--- config.mk ---
export PLATFORM = sky130hd
export DESIGN_NAME = sr_latch_driver
export DESIGN_NICKNAME = d
export VERILOG_FILES = /design/src/rtl/sr_latch_driver.sv
export SDC_FILE = /design/constraint.sdc
export NUM_CORES = 1
export LEC_CHECK = 0
export BUFFER_PORTS_ARGS = -buffer_cell sky130_fd_sc_hd__buf_2
export CAP_MARGIN = 15
export CORE_AREA = 3 3 40 42
export CTS_BUF_LIST = sky130_fd_sc_hd__clkbuf_8
export DETAILED_ROUTE_END_ITERATION = 12
export DIE_AREA = 0 0 43 45
export PLACE_DENSITY = 0.68
export SKIP_LAST_GASP = 1
export SYNTH_ARGS = -nofsm -noshare
export SYNTH_HDL_FRONTEND = slang
export SYNTH_SLANG_ARGS = --single-unit
--- constraint.sdc ---
create_clock -name clk -period 3.58 [get_ports clk]
set_input_delay 0.716 -clock clk [delete_from_list [all_inputs] [get_ports clk]]
set_output_delay 0.716 -clock clk [all_outputs]
set_load 0.005 [all_outputs]
--- src/rtl/sr_latch_driver.sv ---
// ---------------------------------------------------------------------------
// sr_latch_driver : non-overlapping fixed-width S/R pulse driver with readback
// Optional macro  : SR_SKIP_REDUNDANT_EN (skip pulse when latch already there)
// Revision        : 1.0
// ---------------------------------------------------------------------------
`default_nettype none

module sr_latch_driver #(
  parameter int PULSE_W = 4,
  parameter int GAP_W   = 2
) (
  input  logic clk,
  input  logic rst_n,
  input  logic set_req,
  input  logic clr_req,
  input  logic q,
  input  logic qbar,
  output logic s,
  output logic r,
  output logic busy,
  output logic done,
  output logic err
);

  localparam int c_MAX = (PULSE_W > GAP_W) ? PULSE_W : GAP_W;
  localparam int c_CW  = $clog2(c_MAX + 1);
  localparam logic [c_CW-1:0] c_PULSE_LD = c_CW'(PULSE_W - 1);
  localparam logic [c_CW-1:0] c_GAP_LD   = c_CW'(GAP_W - 1);

  typedef enum logic [1:0] {
    ST_IDLE   = 2'd0,
    ST_PULSE  = 2'd1,
    ST_SETTLE = 2'd2
  } state_t;

  state_t          r_state, w_state_nxt;
  logic [c_CW-1:0] r_cnt, w_cnt_nxt;
  logic            r_op_set, w_op_set_nxt;
  logic            r_s, r_r, r_busy, r_done, r_err;
  logic            w_s_nxt, w_r_nxt, w_busy_nxt, w_done_nxt, w_err_nxt;
  logic            w_set_ok, w_clr_ok, w_target_ok;

  assign w_set_ok    = q & ~qbar;
  assign w_clr_ok    = ~q & qbar;
  assign w_target_ok = r_op_set ? w_set_ok : w_clr_ok;

  always_ff @(posedge clk) begin
    if (!rst_n) begin
      r_state  <= ST_IDLE;
      r_cnt    <= '0;
      r_op_set <= 1'b0;
      r_s      <= 1'b0;
      r_r      <= 1'b0;
      r_busy   <= 1'b0;
      r_done   <= 1'b0;
      r_err    <= 1'b0;
    end else begin
      r_state  <= w_state_nxt;
      r_cnt    <= w_cnt_nxt;
      r_op_set <= w_op_set_nxt;
      r_s      <= w_s_nxt;
      r_r      <= w_r_nxt;
      r_busy   <= w_busy_nxt;
      r_done   <= w_done_nxt;
      r_err    <= w_err_nxt;
    end
  end

  // s and r both derive from the single op bit, so they can never overlap.
  always_comb begin
    w_state_nxt  = r_state;
    w_cnt_nxt    = r_cnt;
    w_op_set_nxt = r_op_set;
    w_s_nxt      = 1'b0;
    w_r_nxt      = 1'b0;
    w_busy_nxt   = 1'b0;
    w_done_nxt   = 1'b0;
    w_err_nxt    = 1'b0;
    unique case (r_state)
      ST_IDLE: begin
        if (set_req && clr_req) begin
          w_err_nxt = 1'b1;
`ifdef SR_SKIP_REDUNDANT_EN
        end else if ((set_req && w_set_ok) || (clr_req && w_clr_ok)) begin
          w_done_nxt = 1'b1;
`endif
        end else if (set_req || clr_req) begin
          w_state_nxt  = ST_PULSE;
          w_cnt_nxt    = c_PULSE_LD;
          w_op_set_nxt = set_req;
          w_s_nxt      = set_req;
          w_r_nxt      = clr_req;
          w_busy_nxt   = 1'b1;
        end
      end
      ST_PULSE: begin
        w_busy_nxt = 1'b1;
        if (r_cnt == '0) begin
          w_state_nxt = ST_SETTLE;
          w_cnt_nxt   = c_GAP_LD;
        end else begin
          w_cnt_nxt = r_cnt - 1'b1;
          w_s_nxt   = r_op_set;
          w_r_nxt   = ~r_op_set;
        end
      end
      ST_SETTLE: begin
        if (r_cnt == '0) begin
          w_state_nxt = ST_IDLE;
          w_done_nxt  = 1'b1;
          w_err_nxt   = ~w_target_ok;
        end else begin
          w_cnt_nxt  = r_cnt - 1'b1;
          w_busy_nxt = 1'b1;
        end
      end
      default: w_state_nxt = ST_IDLE;
    endcase
  end

  assign s    = r_s;
  assign r    = r_r;
  assign busy = r_busy;
  assign done = r_done;
  assign err  = r_err;

endmodule

`default_nettype wire

==> summary.txt <==
Floorplan
  • Die Wd: around 43 um
  • Core area: about 1300 sq um
  • Initial Util: between 50% and 60%
  • Die area: 1940 sq um
  • Die height: 45 um
  • Core Rows: 13
  • Ports: 11

Synth
  • Largest family of logic cells by synthesized area: compound AO/OA/AOI/OAI gates
  • Post-synthesis register bit count: 11
  • Synth top area share: roughly 34%
  • Area contributors post-synth: dfxtp_1, ha_1, a21oi_1
  • Compound-Gate Fraction of Synth Area: between 20% and 30%
  • XOR/XNOR Fraction of Synth Area: 0%
  • EDFF count, synth: 0
  • Synth cell types: 24
  • Syn Nets: a little under 90
  • Commonest cells in the netlist: dfxtp_1, ha_1, a21oi_1
  • Synth Area in Simple Gates: roughly 17%
  • Syn Inst Count: 71
  • Cell Area, Synth: about 650 sq um
  • Register area share after synthesis: approximately a third
  • Synth Area in Adders: roughly a fifth
  • Synth area leader: dfxtp_1
  • Avg Cell Area, Syn: between 9 and 10 sq um
  • Most common cell in the synthesized netlist: dfxtp_1
  • Top_reg_cell synth: dfxtp_1
  • Synthesis warning total: 0
  • Asr flop ratio synth: 0%
  • Proportion of synthesized area in mux cells: 0%

Clocking
  • CTS buffer count: 3
  • Post-CTS sizing: 0
  • CTS Sinks: 11
  • H-tree levels: 1
  • Clk slew on worst S/H paths: about 50 ps
  • Post-CTS Hold Buffers: 0
  • CTS tree: yes
  • CTS Root Cell: clkbuf_8
  • Setup bufs post-CTS: 0
  • Clk buf depth: 2
  • Clk_lat worst skew: around 240 ps

Setup path
  • Crit Path Max Fanout: 6
  • WP data arrival: around 1900 ps
  • R2R Setup Slk: ~2000 ps
  • CP Class: in -> reg
  • Crit start category: input port
  • Reg2Reg Depth: 6
  • Crit. End Element: register
  • Source of the worst register-to-register timing path: r_state[0]
  • R2r endpoint: r_cnt[2]
  • WP data required: 3740 ps

Layout
  • Area Growth Syn to Fin: 15.7%
  • Fill count: between 100 and 150
  • Nets: 100
  • Layout cells sized above 1: about a fifth
  • Number of inserted diodes: 0
  • Post-route cell area: 748 sq um
  • Util after Layout: roughly 58%

Routing
  • Post-DRT Antenna Nets: 0
  • DR WL met3: ~77 um
  • Initial drt markers: 5
  • Average routed wire per standard cell: between 10 and 15 um
  • Vias: approximately 500
  • Routed vias/inst: between 5 and 6
  • Drt drc: 0
  • Met2 Wirelength: 554 um
  • Top Layer Used: met4
  • Metal-1 WL: 546 um
  • First-pass iteration count of the detailed router: 4
  • Drt total wl: 1.19 mm

Power and ir drop
  • Leak: 0.355 nW
  • Tot Pwr: 0.000531 W
  • Reg power frac: ~33%
  • Combinational share of power: between 40 and 50%
  • Power Internal: ~0.00033 W
  • Power density over the cells: between 700 and 800 nW/um^2
  • P_sw: approximately 0.00020 W
  • Sw Share: a little under two fifths
  • Maximum VDD drop: around 0.00057 V
  • Clk pwr share: between 20% and 30%

Global routing
  • Vias in the first global route: ~500
  • Largest net degree at the start of global routing: 9
  • Initial antenna violation count: 0
  • GRT Util Overall: 15.2%
  • Gr ovfl total: 0
  • First-pass GRT wire length: 2.17 mm

Timing
  • Tightest Pin Transition: just under 300 ps
  • RSZ-0062 raised after global routing: false
  • Slew Viols, Final: 0
  • Relative slew margins: 80.4%
  • Tcrit/Tclk final: around half
  • Max Clk Rate: roughly 570 MHz
  • TNS Setup: 0 ps
  • Fin crit period: roughly 1700 ps
  • Fin Clk Skew: ~3.1 ps
  • Final setup fails: 0
  • Hold Fails Final Rpt: 0

Min path
  • Hold EP: r_cnt[0]
  • Hold depth: 1
  • Worst min-delay path startpoint: r_cnt[0]
  • Worst min path class: reg -> reg

Placed design
  • Placer Congestion: about 0.78
  • Dpl hpwl: about 920 um
  • Post-placement cell area: 703 sq um
  • Port bufs: 10

Run status
  • Outcome: completed

Job
  • # Max-Cap Violations: 0
## stage by stage
stage / std cells / worst slack [ps] / hold slack [ps]
after floorplan: 71 / 1880 / 470
after global placement: 94 / 1680 / 502
after detailed placement: 94 / 1630 / 506
after CTS: 98 / 1860 / 518
after global routing: 98 / 1710 / 548
final: 98 / 1840 / 511
## sequential cells by signal (all words and copies together) (netlist names)
signal,flops
r_op_set,1
r,1
done,1
r_cnt,3
r_state,2
s,1
err,1
busy,1
## per-layer routing
metal	GRT usage [%]	vias up
met5	0	-
met4	3.61	0
li1	-	268
met2	26.3	14
met1	17.1	229
met3	7.17	2
## cell type report
cell class,instances,area (sq um),share of cell area [%]
clock buffers,3,41.3,5.52
multi-input cells,51,388,51.8
flip-flops and latches,11,220,29.4
inverters,7,26.3,3.51
repair buffers,10,50.0,6.69
clock inverters,1,3.75,0.502
well taps,15,18.8,2.51
## worst max-delay path by stage
stage	slack (ps)	end	start
2_1_floorplan	1880	r_cnt[2]	set_req
3_3_place_gp	1680	r_cnt[0]	set_req
3_5_place_dp	1630	r_cnt[2]	set_req
4_1_cts	1860	r_cnt[2]	set_req
5_1_grt	1710	r_cnt[2]	set_req
6_report	1840	r_cnt[2]	set_req
## worst max-delay path, cell delays in order
cell      delay (ps)
buf_2            110
inv_1             70
ha_1             200
o21a_1           230
nor3_4           250
a21oi_1          130
a211oi_2         190
## placed cells by master (no fill, tap or decap), types with 3 or more instances in the layout
cell      netlist  routed
dfxtp_1        11      11
ha_1           10      10
buf_2           1      10
inv_1           7       8
a21oi_1         8       8
nand2_1         7       7
nor2_1          3       3
o21a_1          3       3
o21ai_0         3       3
clkbuf_8        0       3
## power by group through the flow
stage	Clock, W	Combinational, W	Sequential (W)
2_1_floorplan	0	0.000194	0.000176
4_1_cts	0.000124	0.000236	0.000174
5_1_grt	0.000129	0.000273	0.000180
3_5_place_dp	0	0.000234	0.000177
6_report	0.000120	0.000237	0.000174
3_3_place_gp	0	0.000233	0.000176
## cell families (layout without fill, tap and decap cells)
group                    count (synthesis)  after routing
AO/OA/AOI/OAI                           22             22
AND/OR/NAND/NOR                         19             19
flip-flops                              11             11
adder cells (fa/ha/maj)                 10             10
buffers and inverters                    9             21
No activity file was read; power rests on OpenSTA's default activity.
